**config.mk**
```make
export PLATFORM = sky130hd
export DESIGN_NAME = hazard_ctrl
export DESIGN_NICKNAME = d
export VERILOG_FILES = /design/src/rtl/hazard_pkg.sv /design/src/rtl/md_seq.sv /design/src/rtl/hazard_ctrl.sv
export SDC_FILE = /design/constraint.sdc
export NUM_CORES = 1
export LEC_CHECK = 0
export ABC_AREA = 1
export BUFFER_PORTS_ARGS = -buffer_cell sky130_fd_sc_hd__buf_2
export CAP_MARGIN = 10
export CORE_UTILIZATION = 53
export CTS_BUF_LIST = sky130_fd_sc_hd__clkbuf_8
export DETAILED_ROUTE_END_ITERATION = 7
export HOLD_SLACK_MARGIN = 0.02
export PLACE_DENSITY = 0.95
export SLEW_MARGIN = 40
export SYNTH_ARGS = -nofsm -noshare
export SYNTH_HDL_FRONTEND = slang
export SYNTH_SLANG_ARGS = --single-unit
```
**constraint.sdc**
```tcl
create_clock -name clk -period 3.7 [get_ports clk]
set_input_delay 0.555 -clock clk [delete_from_list [all_inputs] [get_ports clk]]
set_output_delay 0.555 -clock clk [all_outputs]
set_load 0.005 [all_outputs]
```
**src/rtl/hazard_pkg.sv**
```systemverilog
// rtl/hazard_pkg.sv - shared types, latency defaults and forwarding helpers for hazard_ctrl
package hazard_pkg;

    localparam int MULT_LAT_DEF = 4;
    localparam int DIV_LAT_DEF  = 32;
    localparam int CNT_W_DEF    = 6;

    // Enum values coincide with the execute-stage select encoding.
    typedef enum logic [1:0] {
        FWD_RF = 2'b00,
        FWD_WB = 2'b01,
        FWD_M  = 2'b10
    } fwd_sel_t;

    localparam logic [1:0] FWD_E_RF = 2'b00;
    localparam logic [1:0] FWD_E_WB = 2'b01;
    localparam logic [1:0] FWD_E_M  = 2'b10;
    localparam logic [1:0] FWD_D_RF = 2'b00;
    localparam logic [1:0] FWD_D_M  = 2'b01;
    localparam logic [1:0] FWD_D_WB = 2'b10;

    typedef enum logic {
        MD_IDLE,
        MD_BUSY
    } md_state_t;

    function automatic fwd_sel_t fwd_pick(input logic [4:0] src,
                                          input logic [4:0] wreg_m,  input logic rw_m,
                                          input logic [4:0] wreg_wb, input logic rw_wb);
        if (src == 5'd0)                   return FWD_RF;
        else if (rw_m && wreg_m == src)    return FWD_M;
        else if (rw_wb && wreg_wb == src)  return FWD_WB;
        else                               return FWD_RF;
    endfunction

    function automatic logic [1:0] enc_e(input fwd_sel_t sel);
        case (sel)
            FWD_M:   return FWD_E_M;
            FWD_WB:  return FWD_E_WB;
            default: return FWD_E_RF;
        endcase
    endfunction

    function automatic logic [1:0] enc_d(input fwd_sel_t sel);
        case (sel)
            FWD_M:   return FWD_D_M;
            FWD_WB:  return FWD_D_WB;
            default: return FWD_D_RF;
        endcase
    endfunction

endpackage

```
**src/rtl/md_seq.sv**
```systemverilog
// rtl/md_seq.sv - multiply/divide occupancy sequencer (IDLE/BUSY FSM with down-counter)
module md_seq
    import hazard_pkg::*;
#(
    parameter int MULT_LAT = MULT_LAT_DEF,
    parameter int DIV_LAT  = DIV_LAT_DEF,
    parameter int CNT_W    = CNT_W_DEF
) (
    input  logic clk,
    input  logic reset,
    input  logic issue,
    input  logic is_div,
    output logic busy,
    output logic done
);

    md_state_t        state;
    logic [CNT_W-1:0] cnt;
    logic [CNT_W-1:0] lat;

    assign lat = is_div ? CNT_W'(DIV_LAT) : CNT_W'(MULT_LAT);

    // busy/done are registered; done is pre-computed from the count one edge ahead.
    always_ff @(posedge clk) begin
        if (reset) begin
            state <= MD_IDLE;
            cnt   <= '0;
            busy  <= 1'b0;
            done  <= 1'b0;
        end else begin
            case (state)
                MD_IDLE: begin
                    if (issue) begin
                        state <= MD_BUSY;
                        cnt   <= lat;
                        busy  <= 1'b1;
                        done  <= (lat == CNT_W'(1));
                    end
                end
                MD_BUSY: begin
                    cnt  <= cnt - 1'b1;
                    done <= (cnt == CNT_W'(2));
                    if (cnt == CNT_W'(1)) begin
                        state <= MD_IDLE;
                        busy  <= 1'b0;
                    end
                end
                default: begin
                    state <= MD_IDLE;
                    busy  <= 1'b0;
                    done  <= 1'b0;
                end
            endcase
        end
    end

endmodule

```
**src/rtl/hazard_ctrl.sv**
```systemverilog
// rtl/hazard_ctrl.sv - MIPS pipeline forwarding/stall/flush control; HAZARD_STATS_EN adds stall/flush counters
module hazard_ctrl
    import hazard_pkg::*;
#(
    parameter int MULT_LAT = MULT_LAT_DEF,
    parameter int DIV_LAT  = DIV_LAT_DEF,
    parameter int CNT_W    = CNT_W_DEF
) (
    input  logic        clk,
    input  logic        reset,
    input  logic [4:0]  rs_D,
    input  logic [4:0]  rt_D,
    input  logic [4:0]  rs_E,
    input  logic [4:0]  rt_E,
    input  logic [4:0]  writereg_E,
    input  logic [4:0]  writereg_M,
    input  logic [4:0]  writereg_WB,
    input  logic        regwrite_E,
    input  logic        regwrite_M,
    input  logic        regwrite_WB,
    input  logic        memtoreg_E,
    input  logic        memtoreg_M,
    input  logic        branch_D,
    input  logic        pcsrc_D,
    input  logic        md_op_D,
    input  logic        md_div_D,
    input  logic        mfhilo_D,
    output logic        stall_F,
    output logic        stall_D,
    output logic        flush_D,
    output logic        flush_E,
    output logic [1:0]  forwardA_D,
    output logic [1:0]  forwardB_D,
    output logic [1:0]  forwardA_E,
    output logic [1:0]  forwardB_E,
    output logic        md_busy,
    output logic        md_done
`ifdef HAZARD_STATS_EN
    ,
    output logic [31:0] stall_cycles,
    output logic [31:0] flush_cycles
`endif
);

    logic hit_e_d;
    logic hit_m_d;
    logic lw_stall;
    logic br_stall;
    logic md_stall;
    logic any_stall;

    assign forwardA_E = enc_e(fwd_pick(rs_E, writereg_M, regwrite_M, writereg_WB, regwrite_WB));
    assign forwardB_E = enc_e(fwd_pick(rt_E, writereg_M, regwrite_M, writereg_WB, regwrite_WB));
    assign forwardA_D = enc_d(fwd_pick(rs_D, writereg_M, regwrite_M, writereg_WB, regwrite_WB));
    assign forwardB_D = enc_d(fwd_pick(rt_D, writereg_M, regwrite_M, writereg_WB, regwrite_WB));

    assign hit_e_d = (writereg_E != 5'd0) && (writereg_E == rs_D || writereg_E == rt_D);
    assign hit_m_d = (writereg_M != 5'd0) && (writereg_M == rs_D || writereg_M == rt_D);

    // Branches compare in decode, so any in-flight producer in E, or a load still in M, must drain first.
    assign lw_stall  = memtoreg_E && hit_e_d;
    assign br_stall  = branch_D && ((regwrite_E && hit_e_d) || (memtoreg_M && hit_m_d));
    assign md_stall  = md_busy && (mfhilo_D || md_op_D);
    assign any_stall = lw_stall || br_stall || md_stall;

    assign stall_F = any_stall;
    assign stall_D = any_stall;
    assign flush_E = any_stall;
    assign flush_D = pcsrc_D && !any_stall;

    md_seq #(
        .MULT_LAT (MULT_LAT),
        .DIV_LAT  (DIV_LAT),
        .CNT_W    (CNT_W)
    ) u_md_seq (
        .clk    (clk),
        .reset  (reset),
        .issue  (md_op_D && !any_stall),
        .is_div (md_div_D),
        .busy   (md_busy),
        .done   (md_done)
    );

`ifdef HAZARD_STATS_EN
    always_ff @(posedge clk) begin
        if (reset) begin
            stall_cycles <= '0;
            flush_cycles <= '0;
        end else begin
            if (stall_D)
                stall_cycles <= stall_cycles + 32'd1;
            if (flush_D || flush_E)
                flush_cycles <= flush_cycles + 32'd1;
        end
    end
`endif

endmodule

```
After elaboration in Yosys (flattened, before gate mapping):

Index checks and enable logic that the tools add are counted.

* register bits: 9
* word-level logic and storage cells: 87

* add/sub/neg operators: 1
* eq/ne operators: 23
* muxes and demuxes: 27
* bitwise logic cells: 1
* reductions and logical operators: 31

Operator list (number)
* equality test 5 bit: 10
* zero test 5 bit: 4
* logical AND 1 bit: 17
* two-way mux 2 bit: 8
* case mux 2 bit (2 select lines): 4
* equality test 6 x 1 -> 1 bit, second input constant: 2
* two-way mux 6 bit: 2
* case mux 6 bit (2 select lines): 1
* nonzero test 5 bit: 2
* two-way mux 1 bit: 9
* equality test 2 x 1 -> 1 bit, second input constant: 4
* equality test 2 bit, second input constant: 4
* equality test 6 x 2 -> 1 bit, second input constant: 1
* logical OR 1 bit: 6
* case mux 1 bit (2 select lines): 3
* subtractor 6 x 1 -> 6 bit, second input constant: 1
* != test 2 x 1 -> 1 bit, second input constant: 1
* != test 2 bit, second input constant: 1
* AND reduction 2 bit: 1
* zero test 1 bit: 1
* NOT 1 bit: 1

Depth between registers and ports, before layout:

Gate-level depths: netlist of run 1.

* word-level depth: 12
* gate-level depth with buffers: 12
* mapped depth without buffers: 11

Cells and area by module:

From an unflattened synthesis of run 1, not the netlist that was laid out.

* cell total of the unflattened synthesis: 257
* area total of the unflattened synthesis: 1426.4 um^2

By module, submodules not included
* hazard_ctrl: times used 1, cells each 193, area an instance 967.2 um^2, sequential area each 0.0 um^2
* md_seq: times used 1, cells each 64, area an instance 459.2 um^2, sequential area each 180.2 um^2

Least setup slack after synthesis of run 1:

Ideal clock, no wire load.

* path type: input port to output port
* start point: input port writereg_WB[2]
* end point: output port forwardB_D[1]
* arrival: 1.465 ns
* required time: 3.145 ns
* path slack: 1.680 ns
* stages on the path: 6
* cell sequence: clkbuf_1 xnor2_1 o211ai_1 a2111oi_0 nand3_1 nor2_1

* word-level cells in the longest chain between the ends: 7

Ends and longest elaborated chain
* start: declaration: line hazard_ctrl.sv:17 `input logic [4:0] writereg_WB,`
* equality test 5 bit *: line hazard_pkg.sv:32 `else if (rw_wb && wreg_wb == src) return FWD_WB;`
* logical AND 1 bit *: line hazard_pkg.sv:32
* two-way mux 1 bit *: line hazard_pkg.sv:32
* two-way mux 2 bit *: line hazard_pkg.sv:31 `else if (rw_m && wreg_m == src) return FWD_M;`
* two-way mux 2 bit *: line hazard_pkg.sv:30 `if (src == 5'd0) return FWD_RF;`
* equality test 2 x 1 -> 1 bit / equality test 2 bit (equally long branches): line hazard_pkg.sv:45 `case (sel)`
* case mux 2 bit (2 select lines) *: line hazard_pkg.sv:45
* end: declaration: line hazard_ctrl.sv:33 `output logic [1:0] forwardB_D,`

Mark *: on every way between the ends. The rest lies on a longest branch, timed or not.

Worst setup path in the final report of run 1:

Same ends and word-level chain as after synthesis.

==> impl_metrics.env, run 1 <==
export IMPL_root_buffer="clkbuf_8"
export IMPL_crit_chain="buf_2 > xnor2_1 > o211ai_1 > a2111oi_0 > nand3_1 > nor2_1 > buf_2"
export IMPL_htreeDepth=1
export IMPL_final_cell_area_sq_um=1740
export IMPL_die_area_sq_um=2890
export IMPL_hpwl_um=3080
export IMPL_cap_violations=0
export IMPL_syn_inst=245
export IMPL_synthFlopType="dfxtp_1"
export IMPL_synth_top_area_share=0.130
export IMPL_cts_setup_buffers=0
export IMPL_slowest_stage="a2111oi_0"
export IMPL_grt_antenna_before_repair=0
export IMPL_gr_total_overflow=0
export IMPL_drc_errors=0
export IMPL_finalWeightedCongestion=0.920
export IMPL_r2r_end="u_md_seq.cnt[2]$_SDFFE_PP0P_"
export IMPL_synthToLayoutAreaGrowth_pct=22.6
export IMPL_hold_buffers=0
export IMPL_crit_path_start="writereg_WB[2]"
export IMPL_grt_usage=0.278
export IMPL_finalHoldViolations=0
export IMPL_yosysTopAreaCell="nand2_1"
export IMPL_rsz0062_at_grt="false"
export IMPL_fp_dieW_um=53.8
export IMPL_crit_path_start_kind="input pin"
export IMPL_endpoint="forwardB_D[1]"
export IMPL_fmax_mhz=470
export IMPL_syn_avg_cell_area_sq_um=5.80
export IMPL_grt_pass1_wl_um=5930
export IMPL_dr_pass1_iters=5
export IMPL_coreArea_sq_um=2500
export IMPL_max_stage_delay_ps=290
export IMPL_p_leak_nw=0.972
export IMPL_fin_cells=330
export IMPL_vias_per_cell=5.44
export IMPL_max_slew_margin=0.724
export IMPL_ys_warnings_count=0
export IMPL_synth_edf_count=0
export IMPL_clkSinkCount=9
export IMPL_final_max_slew_viol_count=0
export IMPL_cts_tree="done"
export IMPL_vdd_drop_max_v=0.000364
export IMPL_total_power_mw=0.428
export IMPL_async_flop_share=0
export IMPL_hp_class="flop to flop"
export IMPL_start_util=0.568
export IMPL_post_route_util=0.696
export IMPL_postRouteAntennaNets=0
export IMPL_dieHeight_um=53.8
export IMPL_crit_type="input pin to primary output"
export IMPL_wire_per_inst_um=11.8
export IMPL_final_setup_worst_slack_ps=1570
export IMPL_ys_ff_latch=9
export IMPL_grt_pass1_vias=1400
export IMPL_drtIter0Drc=103
export IMPL_worst_pin_slew_ps=410
export IMPL_rows=18
export IMPL_reg2reg_from="u_md_seq.cnt[0]$_SDFFE_PP0P_"
export IMPL_crit_top_cell="buf_2"
export IMPL_yosysMostFrequentCell="nand2_1"
export IMPL_drive_gt1_frac=0.243
export IMPL_preCtsSetupSlack_ps=1570
export IMPL_fin_skew_ps=0.862
export IMPL_multi_input_area_sq_um=1030
export IMPL_antennaDiodeCount=0
export IMPL_insertion_delay_ps=230
export IMPL_io_pins=61
export IMPL_worst_hold_slack_ps=478
export IMPL_cp_arrival_ps=1570
export IMPL_clk_pin_slew_ps=40
export IMPL_dpl_instance_area_sq_um=1700
export IMPL_synth_seq_area_share=0.127
export IMPL_path_max_fanout=6
export IMPL_period_minus_slack_ps=2130
export IMPL_cts_buffer_depth=2
export IMPL_final_seq_area_sq_um=180
export IMPL_synth_area_leaders="nand2_1 (13%), dfxtp_1 (13%), inv_1 (10%)"
export IMPL_worst_r2r_cell_count=8
export IMPL_grt_max_degree=12
export IMPL_synth_area_sq_um=1420
export IMPL_fin_crit_sh=0.575
export IMPL_synth_common_cells="nand2_1 (49), inv_1 (38), nor2_1 (36)"
export IMPL_required_ps=3140
export IMPL_tns_ps=0
export IMPL_port_buffers=60
export IMPL_finalSetupViolCount=0
export IMPL_numCtsBuffers=3
export IMPL_routed_wl_um=3900
export IMPL_status="finished, final reports clean"
export IMPL_nFillCells=226
export IMPL_nets=351
export IMPL_ys_types=31
export IMPL_dp_cells=326
export IMPL_reg2reg_slack_ps=2370
export IMPL_dr_total_vias=1794
export IMPL_cts_repair_resized=0
export IMPL_cp_end_kind="primary output"
export IMPL_power_density_nw_per_um2=246
export IMPL_synth_nets=295
sequential cells by signal, indices dropped and copies added, names as in the netlist:
name / cells
u_md_seq.busy: 1
u_md_seq.cnt: 6
u_md_seq.state: 1
u_md_seq.done: 1
per-layer routing:
metal,vias up,part of all wire,global-route usage
met5,-,0,0
met4,0,0.017,0.0921
met3,8,0.083,0.0508
met2,99,0.46,0.451
met1,782,0.44,0.365
li1,905,-,-
worst min path at each step:
stage	slack, ps	cells after the start	end	from
detailed placement	480	2	u_md_seq.done$_SDFFE_PP0P_	u_md_seq.done$_SDFFE_PP0P_
global placement	470	2	u_md_seq.busy$_SDFFE_PP0P_	u_md_seq.busy$_SDFFE_PP0P_
CTS	490	1	u_md_seq.cnt[0]$_SDFFE_PP0P_	u_md_seq.cnt[0]$_SDFFE_PP0P_
finish	480	1	u_md_seq.cnt[0]$_SDFFE_PP0P_	u_md_seq.cnt[0]$_SDFFE_PP0P_
floorplan	450	1	u_md_seq.cnt[0]$_SDFFE_PP0P_	u_md_seq.cnt[0]$_SDFFE_PP0P_
global route	510	1	u_md_seq.cnt[0]$_SDFFE_PP0P_	u_md_seq.cnt[0]$_SDFFE_PP0P_
layout by cell type, fill, tap and decap left out:
master / instances
nand4_1: 1
o2111ai_1: 2
o22ai_1: 5
a221oi_1: 4
nand2_4: 1
nand4_4: 1
o2111a_1: 1
nor2_1: 36
dfxtp_1: 9
o211ai_1: 2
nand2_2: 3
or2_2: 1
a211oi_1: 1
nand3b_1: 3
o21ai_0: 7
nor3_1: 7
nand3_2: 2
inv_1: 39
nand3_1: 21
a2111oi_0: 2
inv_2: 2
nor4_1: 3
buf_2: 60
xor2_1: 13
a21oi_1: 12
ha_1: 3
clkbuf_8: 3
nand2_1: 49
xnor2_1: 7
area by class of cell:
class | instances | share of cell area
Sequential cell | 9 | 0.104
Multi-Input combinational cell | 187 | 0.590
Clock buffer | 3 | 0.0237
Clock inverter | 1 | 0.00216
Inverter | 40 | 0.0863
Timing Repair Buffer | 60 | 0.173
Tap cell | 30 | 0.0216
where the power goes:
part,internal (mW),leakage [nW],switching (mW)
logic,0.0831,0.871,0.115
clock network,0.0720,0.0269,0.0365
registers,0.108,0.0741,0.0130
total,0.263,0.972,0.164
worst max-delay path, delay by kind of cell:
family / cells / cell delay, ps
buf+inv: 2 / 260
xor+xnor: 1 / 160
simple gates: 2 / 210
compound gates: 2 / 390
cells by family (layout without fill, tap and decap cells):
kind of cell | count (synthesis) | in the layout | share of synthesized area
flip-flops | 9 | 9 | 0.127
buffers and inverters | 49 | 104 | 0.150
AND/OR/NAND/NOR | 128 | 128 | 0.411
XOR/XNOR | 20 | 20 | 0.123
AO/OA/AOI/OAI | 36 | 36 | 0.162
adder cells (fa/ha/maj) | 3 | 3 | 0.0264
Note: power is estimated with default switching activity, not from simulation.
==> inputs of run 2 (changes only) <==
- CORE_UTILIZATION: 53 -> 45
- PLACE_DENSITY: 0.95 -> 0.9
- clock period: 3.7 -> 1.7 ns (I/O delays scaled with it)
==> run 2 against run 1 <==
  * Cell count is 4.5% higher
  * Sequential share of layout area is 0.18 points lower
  * Non-clock buffer count is 1 higher
  * Register-to-register slack worse by 2100 ps
  * Count of clock-buffer cells in the layout stayed put
  * Largest cell class unchanged
  * First-iteration DRC count is 11% higher
==> impl_metrics.env, run 2 (synthesis results as in run 1) <==
export IMPL_drc_errors=0
export IMPL_required_ps=1440
export IMPL_grt_max_degree=12
export IMPL_routed_wl_um=4030
export IMPL_rows=20
export IMPL_dieHeight_um=58.2
export IMPL_grt_pass1_wl_um=6710
export IMPL_cp_end_kind="primary output"
export IMPL_drtIter0Drc=114
export IMPL_cts_buffer_depth=2
export IMPL_worst_pin_slew_ps=422
export IMPL_nFillCells=300
export IMPL_finalWeightedCongestion=0.994
export IMPL_die_area_sq_um=3380
export IMPL_fin_skew_ps=1.85
export IMPL_fin_crit_sh=0.933
export IMPL_nets=352
export IMPL_fmax_mhz=630
export IMPL_hpwl_um=3240
export IMPL_tns_ps=0
export IMPL_vdd_drop_max_v=0.000521
export IMPL_fin_cells=345
export IMPL_preCtsSetupSlack_ps=123
export IMPL_gr_total_overflow=0
export IMPL_insertion_delay_ps=240
export IMPL_critical_path_top_delay_family="simple AND/OR/NAND/NOR gates"
export IMPL_period_minus_slack_ps=1590
export IMPL_postRouteAntennaNets=0
export IMPL_regMostFlops="u_md_seq.cnt"
export IMPL_clkSinkCount=9
export IMPL_slowest_stage="a2111oi_0"
export IMPL_final_common_cell="buf_2"
export IMPL_clk_pin_slew_ps=50
export IMPL_drive_gt1_frac=0.249
export IMPL_dp_cells=341
export IMPL_htreeDepth=1
export IMPL_io_pins=61
export IMPL_coreArea_sq_um=3030
export IMPL_grt_usage=0.247
export IMPL_crit_type="input pin to primary output"
export IMPL_crit_path_start_kind="input pin"
export IMPL_numCtsBuffers=3
export IMPL_dr_total_vias=1755
export IMPL_dr_pass1_iters=4
export IMPL_status="finished, final reports clean"
export IMPL_power_density_nw_per_um2=541
export IMPL_dpl_instance_area_sq_um=1720
export IMPL_p_leak_nw=0.977
export IMPL_path_buf_inv=3
export IMPL_root_buffer="clkbuf_8"
export IMPL_fp_dieW_um=58.2
export IMPL_final_cell_area_sq_um=1770
export IMPL_cap_violations=0
export IMPL_max_stage_delay_ps=340
export IMPL_synthToLayoutAreaGrowth_pct=24.8
export IMPL_wire_per_inst_um=11.7
export IMPL_worst_hold_slack_ps=278
export IMPL_final_seq_area_sq_um=180
export IMPL_layout_common_cells="buf_2 (60), nand2_1 (49), inv_1 (39), nor2_1 (36), nand3_1 (21)"
export IMPL_finalHoldViolations=0
export IMPL_multi_input_area_sq_um=1030
export IMPL_max_slew_margin=0.716
export IMPL_post_route_util=0.585
export IMPL_vias_per_cell=5.09
export IMPL_port_buffers=60
export IMPL_cp_arrival_ps=1330
export IMPL_rsz0062_at_grt="false"
export IMPL_hp_class="input pin to flop"
export IMPL_cts_tree="done"
export IMPL_largest_reg_flops=6
export IMPL_grt_pass1_vias=1526
export IMPL_path_max_fanout=4
export IMPL_reg2reg_slack_ps=290
export IMPL_crit_chain="buf_2 > inv_1 > nand3_1 > nor2_1 > a2111oi_0 > nand3_1 > nor2_1 > buf_2"
export IMPL_start_util=0.469
export IMPL_cts_setup_buffers=0
export IMPL_total_power_mw=0.958
export IMPL_final_max_slew_viol_count=0
export IMPL_final_setup_worst_slack_ps=114
export IMPL_finalSetupViolCount=0
export IMPL_antennaDiodeCount=0
export IMPL_grt_antenna_before_repair=0
==> run 2: worst paths after layout <==
path | endpoint | from | cells after the start
hold / removal | u_md_seq.cnt[2]$_SDFFE_PP0P_ | reset | 2
setup / recovery | forwardB_D[1] | rt_D[3] | 8
setup reg to reg | u_md_seq.cnt[2]$_SDFFE_PP0P_ | u_md_seq.cnt[0]$_SDFFE_PP0P_ | 8
hold reg to reg | u_md_seq.done$_SDFFE_PP0P_ | u_md_seq.done$_SDFFE_PP0P_ | 2
==> run 2: layout make-up <==
| class | instances | area share |
|---|---|---|
| clock buffer | 3 | 0.0233 |
| clock inverter | 1 | 0.00212 |
| inverter | 40 | 0.0847 |
| multi-input combinational | 187 | 0.583 |
| sequential | 9 | 0.102 |
| tap | 44 | 0.0311 |
| timing repair buffer | 61 | 0.174 |
==> run 2: what timing repair did <==
item,in CTS,in global routing
endpoints found under the setup margin,0,1
hold buffers,0,0
resized for setup,0,1
==> run 2: power breakdown <==
| part | total [mW] | switching (mW) | leakage [nW] | internal [mW] |
|---|---|---|---|---|
| Sequential | 0.260 | 0.0247 | 0.0741 | 0.235 |
| Combinational | 0.444 | 0.259 | 0.876 | 0.185 |
| Clock | 0.255 | 0.0963 | 0.0269 | 0.158 |
==> run 2: per-layer routing <==
layer / GRT usage / up-vias / part of all wire
met1: 0.336 / 765 / 0.46
met4: 0.0646 / 0 / 0.011
li1: - / 908 / -
met3: 0.0156 / 7 / 0.057
met2: 0.422 / 75 / 0.48
met5: 0 / - / 0
